===== src/rtl/io_mux_arbiter_pkg.sv =====
// Shared definitions for the peripheral I/O read arbiter: FSM state encoding and
// default I/O width/count values also used by the read mux and I/O register bank.
package io_mux_arbiter_pkg;

  localparam int DEF_IO_COUNT  = 2;
  localparam int DEF_IO_WIDTH  = 8;
  localparam int DEF_SEL_WIDTH = 1;

  typedef enum logic [1:0] {
    ST_IDLE   = 2'd0,
    ST_SETTLE = 2'd1,
    ST_HOLD   = 2'd2
  } state_t;

endpackage


===== src/rtl/io_mux_arbiter_rr_pick.sv =====
// Combinational round-robin picker: first set req bit strictly after last, wrapping.
// Shared between the read-side and write-side I/O arbiters.
module rr_pick #(
  parameter int R = 2,
  parameter int N = 1
) (
  input  logic [R-1:0] req,
  input  logic [N-1:0] last,
  output logic [N-1:0] pick,
  output logic         any
);

  logic [R-1:0] upper;
  logic [R-1:0] upper_req;

  // Lowest requester above last wins; otherwise wrap to the lowest requester overall.
  always_comb begin
    upper = '0;
    for (int i = 0; i < R; i++) begin
      upper[i] = (i > int'(last));
    end
    upper_req = req & upper;
    pick = '0;
    for (int i = R - 1; i >= 0; i--) begin
      if (req[i]) pick = N'(i);
    end
    for (int i = R - 1; i >= 0; i--) begin
      if (upper_req[i]) pick = N'(i);
    end
    any = |req;
  end

endmodule


===== src/rtl/io_mux_arbiter.sv =====
// Round-robin read arbiter: drives the peripheral read mux select, captures its output
// and hands the data to the datapath over a valid/ack handshake.
module io_mux_arbiter
  import io_mux_arbiter_pkg::*;
#(
  parameter int R = DEF_IO_COUNT,
  parameter int T = DEF_IO_WIDTH,
  parameter int N = DEF_SEL_WIDTH
) (
  input  logic         clk,
  input  logic         rst_n,
  input  logic [R-1:0] req,
  input  logic [T-1:0] mux_data,
  output logic [N-1:0] sel,
  output logic [R-1:0] grant,
  output logic [T-1:0] data_out,
  output logic         data_valid,
  input  logic         data_ack
);

  if (2 ** N < R) begin : g_bad_sel_width
    $error("io_mux_arbiter: sel width N too small for R requesters");
  end

  state_t       state;
  logic [N-1:0] last;
  logic [N-1:0] pick;
  logic         any;

  rr_pick #(.R(R), .N(N)) u_pick (
    .req  (req),
    .last (last),
    .pick (pick),
    .any  (any)
  );

  // sel is registered one cycle ahead of capture so the external mux has a full cycle to settle.
  always_ff @(posedge clk) begin
    if (!rst_n) begin
      state      <= ST_IDLE;
      sel        <= '0;
      grant      <= '0;
      data_out   <= '0;
      data_valid <= 1'b0;
      last       <= N'(R - 1);
    end else begin
      grant <= '0;
      case (state)
        ST_IDLE: begin
          if (any) begin
            sel   <= pick;
            state <= ST_SETTLE;
          end
        end
        ST_SETTLE: begin
          data_out   <= mux_data;
          grant      <= R'(1) << sel;
          data_valid <= 1'b1;
          last       <= sel;
          state      <= ST_HOLD;
        end
        ST_HOLD: begin
          if (data_ack) begin
            data_valid <= 1'b0;
            state      <= ST_IDLE;
          end
        end
        default: state <= ST_IDLE;
      endcase
    end
  end

endmodule

===== config.mk =====
export PLATFORM = sky130hd
export DESIGN_NAME = io_mux_arbiter
export DESIGN_NICKNAME = d
export VERILOG_FILES = /design/src/rtl/io_mux_arbiter_pkg.sv /design/src/rtl/io_mux_arbiter_rr_pick.sv /design/src/rtl/io_mux_arbiter.sv
export SDC_FILE = /design/constraint.sdc
export NUM_CORES = 1
export LEC_CHECK = 0
export ABC_AREA = 1
export ABC_CLOCK_PERIOD_IN_PS = 1100
export CAP_MARGIN = 0
export CELL_PAD_IN_SITES_DETAIL_PLACEMENT = 1
export CELL_PAD_IN_SITES_GLOBAL_PLACEMENT = 2
export CORE_UTILIZATION = 20
export CTS_CLUSTER_DIAMETER = 50
export DETAILED_ROUTE_END_ITERATION = 8
export GPL_TIMING_DRIVEN = 0
export PLACE_DENSITY_LB_ADDON = 0.08
export SLEW_MARGIN = 20
export SYNTH_ARGS = -nofsm -noshare
export SYNTH_HDL_FRONTEND = slang
export SYNTH_HIERARCHICAL = 1
export SYNTH_SLANG_ARGS = --single-unit

===== constraint.sdc =====
create_clock -name clk -period 1.1 [get_ports clk]
set_input_delay 0.165 -clock clk [delete_from_list [all_inputs] [get_ports clk]]
set_output_delay 0.165 -clock clk [all_outputs]
set_load 0.05 [all_outputs]

==> impl_metrics.py, run 1 <==
metrics = {
    "outcome": {
        "status": "completed",
    },
    "floorplanning": {
        "coreArea_um2": 2520,
        "placementRows": 18,
        "die_y_um": 54.1,
        "start_util_pct": 21.5,
        "io_pins": 25,
        "dieArea_um2": 2930,
        "die_w_um": 54.1,
    },
    "setup_path": {
        "critPathMaxFanout": 5,
        "critPathLaunch": "sel",
        "cp-end-kind": "output pin",
        "setup.worst_path.start_class": "register",
        "critPathArrivalTime_ns": 0.87,
        "cpMaxStageDelayCell": "dfxtp_2",
        "r2r-start": "state[1]",
        "slowest_delay_ns": 0.39,
        "r2r_cells": 5,
        "criticalPathCategory": "reg2out",
        "cp_cell_sequence": "buf_4",
        "cpLargestDelayFamily": "flip-flops",
        "path_depth": 1,
        "crit_buf_inv": 1,
        "cp.required_ns": 0.94,
    },
    "place": {
        "place_hpwl_um": 921,
        "portBuffers": 24,
        "place.gp.congestion": 0.638,
        "dp_slack_ns": -0.303,
        "placed_area_um2": 821,
    },
    "sta": {
        "hold_slack_ns": 0.233,
        "fin_ws_ns": 0.0606,
        "fmax_mhz": 962,
        "period_share_pct": 94.5,
        "finalHoldViolations": 0,
        "max_slew_margin_pct": 81.8,
        "worst_pin_slew_ns": 0.273,
        "rsz0062_at_grt": "no",
        "setup_viol_count_final": 0,
        "period_minus_slack_ns": 1.04,
        "drv_slew": 0,
        "fin_skew_ns": 0.00597,
    },
    "synth": {
        "netlist_area_um2": 543,
        "seq_area_frac_synth_pct": 55.3,
        "ys_warn_count": 6,
        "avgSynthCellArea_um2": 7.65,
        "ys_ff_latch": 15,
        "netlist_instances": 71,
        "synth_cell_types": 10,
        "syn_nets": 84,
    },
    "cts": {
        "cts-buffers-inserted": 3,
        "hold_buffers": 0,
        "cts_htree_levels": 1,
        "cts_buffer_depth": 2,
        "cts.sinks": 15,
        "clk_pin_slew_ns": 0.09,
        "tritoncts": "built",
        "cts.root.buffer_cell": "clkbuf_4",
        "clock_latency_ns": 0.27,
    },
    "grt": {
        "grt_max_degree": 9,
        "antenna_found_initial": 0,
        "overflow": 0,
        "track_usage_pct": 9.67,
        "grt_pass1_wl_um": 1990,
        "grt_pass1_vias": 473,
    },
    "worst_hold_path": {
        "hold_start": "rst_n",
        "hold_class": "in2reg",
        "hold_depth": 2,
    },
    "routing": {
        "ant_nets": 0,
        "drc": 0,
        "wl_per_cell_um": 9.69,
        "finalWirelength_um": 1250,
        "dr.pass1.iters": 3,
        "num_vias": 512,
        "vias_per_cell": 3.97,
        "first_iter_violations": 3,
    },
    "pwr": {
        "leakage_nw": 0.402,
        "power_switching_w": 0.000399,
        "peakVddDrop_uv": 584,
        "seqPwrFrac_pct": 50.3,
        "clkPwrFrac_pct": 25.5,
        "p_per_area_nw_per_um2": 1540,
        "combPwrFrac_pct": 24.2,
        "switching_share_pct": 32.7,
        "p_int_w": 0.000824,
    },
    "cells_and_area": {
        "fin_nets": 113,
        "area_growth_pct": 46.1,
        "final_layout_size_suffix_gt1_share_pct": 21.2,
        "n_fill_cell": 321,
        "fin_area_um2": 793,
        "n_antenna_cell": 0,
    },
    "flow_run": {
        "maxCapViolations": 0,
    },
}
-- cells by family (layout without fill, tap and decap cells) --
kind of cell	after synthesis	in the layout	share of synthesized area [%]
AO/OA/AOI/OAI	4	4	3.68
buffers and inverters	7	35	4.84
flip-flops	15	15	55.3
AND/OR/NAND/NOR	45	45	36.2
-- path summary, 6_finish.rpt --
kind	end	slack, ns
min	last	0.23
max	sel	0.06
min reg2reg	data_out[5]	0.45
max reg2reg	data_out[1]	0.17
-- metal layers --
layer	track usage, %	vias to the layer above	routed length [um]
li1	-	270	-
met1	12.8	227	596
met2	14.8	13	559
met3	2.54	2	78
met4	3.85	0	16
met5	0	-	0
-- cell usage after synthesis --
| master | instances | area [um2] |
|---|---|---|
| nand2_1 | 33 | 124 |
| o21ai_0 | 1 | 5.00 |
| inv_2 | 2 | 7.51 |
| nor2_1 | 6 | 22.5 |
| inv_1 | 5 | 18.8 |
| or2_1 | 1 | 6.26 |
| dfxtp_1 | 15 | 300 |
| nor2_4 | 3 | 33.8 |
| nand3_1 | 2 | 10.0 |
| a21oi_1 | 3 | 15.0 |
-- power groups by stage --
stage | Clock, W | Combinational, W | Sequential, W
finish | 0.000312 | 0.000295 | 0.000615
global route | 0.000359 | 0.000321 | 0.000622
CTS | 0.000332 | 0.000301 | 0.000616
detailed placement | 0 | 0.000328 | 0.000628
global placement | 0 | 0.000324 | 0.000627
floorplan | 0 | 0.0000841 | 0.000739
-- state kept, by name (all words and copies together) (netlist names) --
signal,cells
state,2
grant,2
last,1
data_valid,1
sel,1
data_out,8
-- metrics by stage --
stage                     instances  setup TNS [ns]  util, %  total power (W)
final                           129               0     31.4          0.00122
after global routing            129               0     31.4          0.00130
after CTS                       129               0     31.3          0.00125
after detailed placement        125           -4.45     32.5         0.000956
after global placement          125           -4.16     32.5         0.000952
after floorplan                  71               0        -         0.000823
-- layout by cell type, fill, tap and decap left out --
master,count
dfxtp_1,14
clkbuf_4,3
inv_2,2
nand2_1,33
inv_1,5
nand3_1,2
clkbuf_1,1
a21oi_1,3
buf_4,1
nor2_1,6
buf_2,11
clkdlybuf4s50_1,11
or2_1,1
dlymetal6s2s_1,1
dfxtp_2,1
nor2_4,3
o21ai_0,1
-- area by class of cell --
| class | instances | area (um2) | area share (%) |
|---|---|---|---|
| multi-input combinational | 49 | 216 | 27.3 |
| timing repair buffer | 24 | 185 | 23.3 |
| tap | 30 | 37.5 | 4.73 |
| inverter | 7 | 26.3 | 3.31 |
| sequential | 15 | 302 | 38.0 |
| clock buffer | 4 | 26.3 | 3.31 |
-- repair_timing --
item	CTS	global route
pin swaps	0	0
setup endpoints to repair	12	4
resized for setup	62	1
buffers inserted	0	0
Note: power is estimated with default switching activity, not from simulation.
==> run 2, diff against run 1 <==
ABC_CLOCK_PERIOD_IN_PS = not set   (was 1100)
==> results of run 2 <==
The final DEF is identical to that of run 1; final timing and power are the same.
==> run 3, diff against run 2 <==
PLACE_DENSITY_LB_ADDON = 0.1   (was 0.08)
==> run 3 against run 2 <==
  * Sequential cell count stayed put
  * Die area stayed put
  * Via count is 2.1% higher
  * Critical path type unchanged
==> impl_metrics.py, run 3 (synthesis results as in run 1) <==
metrics = {
    "cells_and_area": {
        "n_fill_cell": 322,
        "fin_nets": 113,
        "multi_input_area_um2": 216,
        "fin_area_um2": 800,
        "largest-register": "data_out",
        "final_layout_size_suffix_gt1_share_pct": 21.2,
        "seqCellArea_um2": 302,
        "n_antenna_cell": 0,
        "area_growth_pct": 47.2,
        "final_cell_mix": "33 x nand2_1, 14 x dfxtp_1, 11 x clkdlybuf4s50_1, 10 x buf_2, 6 x nor2_1",
        "final_common_cell": "nand2_1",
        "largest_registers": "data_out: 8 flops, grant: 2 flops, state: 2 flops",
        "largest_reg_flops": 8,
        "fin_util_pct": 31.7,
    },
    "setup_path": {
        "ff2ff_setup_slack_ns": 0.19,
        "criticalPathCategory": "reg2out",
        "r2r_cells": 5,
        "critPathArrivalTime_ns": 0.88,
        "crit_buf_inv": 1,
        "cp-end-kind": "output pin",
        "setup.worst_path.start_class": "register",
        "reg2reg_to": "data_out[6]",
        "cp_cell_sequence": "buf_2",
        "cpLargestDelayFamily": "flip-flops",
        "critPathMaxFanout": 2,
        "cp.required_ns": 0.94,
        "slowest_delay_ns": 0.34,
        "r2r-start": "state[1]",
        "cpMaxStageDelayCell": "dfxtp_1",
    },
    "floorplanning": {
        "die_y_um": 54.1,
        "dieArea_um2": 2930,
        "start_util_pct": 21.5,
        "io_pins": 25,
        "placementRows": 18,
        "die_w_um": 54.1,
        "coreArea_um2": 2520,
    },
    "sta": {
        "finalHoldViolations": 0,
        "fmax_mhz": 956,
        "rsz0062_at_grt": "no",
        "setup_viol_count_final": 0,
        "period_minus_slack_ns": 1.05,
        "period_share_pct": 95.1,
        "drv_slew": 0,
        "max_slew_margin_pct": 82.1,
        "worst_pin_slew_ns": 0.268,
        "fin_skew_ns": 0.00440,
    },
    "cts": {
        "cts.sinks": 15,
        "cts_setup_buffers": 0,
        "tritoncts": "built",
        "cts_buffer_depth": 2,
        "clk_pin_slew_ns": 0.09,
        "clock_latency_ns": 0.28,
        "cts.root.buffer_cell": "clkbuf_4",
        "cts_htree_levels": 1,
        "cts-buffers-inserted": 3,
    },
    "worst_hold_path": {
        "hold_end": "last",
        "hold_class": "in2reg",
        "hold_depth": 2,
        "hold_start": "rst_n",
    },
    "place": {
        "portBuffers": 24,
        "place.gp.congestion": 0.651,
        "placed_area_um2": 821,
        "place_hpwl_um": 939,
    },
    "grt": {
        "overflow": 0,
        "grt_pass1_wl_um": 1960,
        "antenna_found_initial": 0,
        "grt_max_degree": 9,
        "track_usage_pct": 9.83,
        "grt_pass1_vias": 472,
    },
    "routing": {
        "wl_per_cell_um": 9.67,
        "drc": 0,
        "num_vias": 523,
        "vias_per_cell": 4.05,
        "ant_nets": 0,
        "finalWirelength_um": 1250,
        "first_iter_violations": 1,
        "dr.pass1.iters": 2,
    },
    "outcome": {
        "status": "completed",
    },
    "pwr": {
        "peakVddDrop_uv": 721,
        "p_per_area_nw_per_um2": 1540,
        "power_w": 0.00123,
        "leakage_nw": 0.402,
    },
    "flow_run": {
        "maxCapViolations": 0,
    },
}
run 3: metrics by stage:
stage / worst slack (ns) / hold slack (ns) / TNS, ns / cells
after floorplan: 0.203 / 0.250 / 0 / 71
after global placement: -0.300 / 0.427 / -4.16 / 125
after detailed placement: -0.290 / 0.438 / -4.40 / 125
after CTS: 0.0123 / 0.412 / 0 / 129
after global routing: 0.000505 / 0.218 / 0 / 129
final: 0.0538 / 0.225 / 0 / 129
run 3: power breakdown:
| group | switching [W] | internal (W) | total [W] |
|---|---|---|---|
| Clock | 0.000173 | 0.000141 | 0.000313 |
| Combinational | 0.000199 | 0.0000996 | 0.000299 |
| Sequential | 0.0000283 | 0.000588 | 0.000616 |
run 3: cell type report:
cell class	count	share of cell area, %
inverter	7	3.29
tap	30	4.69
multi-input combinational	49	27.1
sequential	15	37.7
clock buffer	4	3.29
timing repair buffer	24	23.9
run 3: how the worst max path moves through the flow:
| stage | startpoint | to | slack, ns | cells after the start |
|---|---|---|---|---|
| 2_1_floorplan | data_valid | data_valid | 0.20 | 2 |
| 3_3_place_gp | sel | sel | -0.30 | 1 |
| 3_5_place_dp | sel | sel | -0.29 | 1 |
| 4_1_cts | sel | sel | 0.01 | 1 |
| 5_1_grt | data_out[7] | data_out[7] | 0.0005 | 1 |
| 6_report | data_out[0] | data_out[0] | 0.05 | 1 |
run 3: per-layer routing:
metal  GRT usage, %  vias to the layer above  routed length [um]
met5              0                        -                   0
met4           2.56                        0                  15
met3           5.93                        2                  85
met2           15.4                       14                 593
met1           11.2                      234                 552
li1               -                      273                   -
run 3: timing repair:
item,in CTS,in global routing
setup endpoints to repair,12,3
hold buffers,0,0
gates resized for setup,62,3
pin swaps,0,0
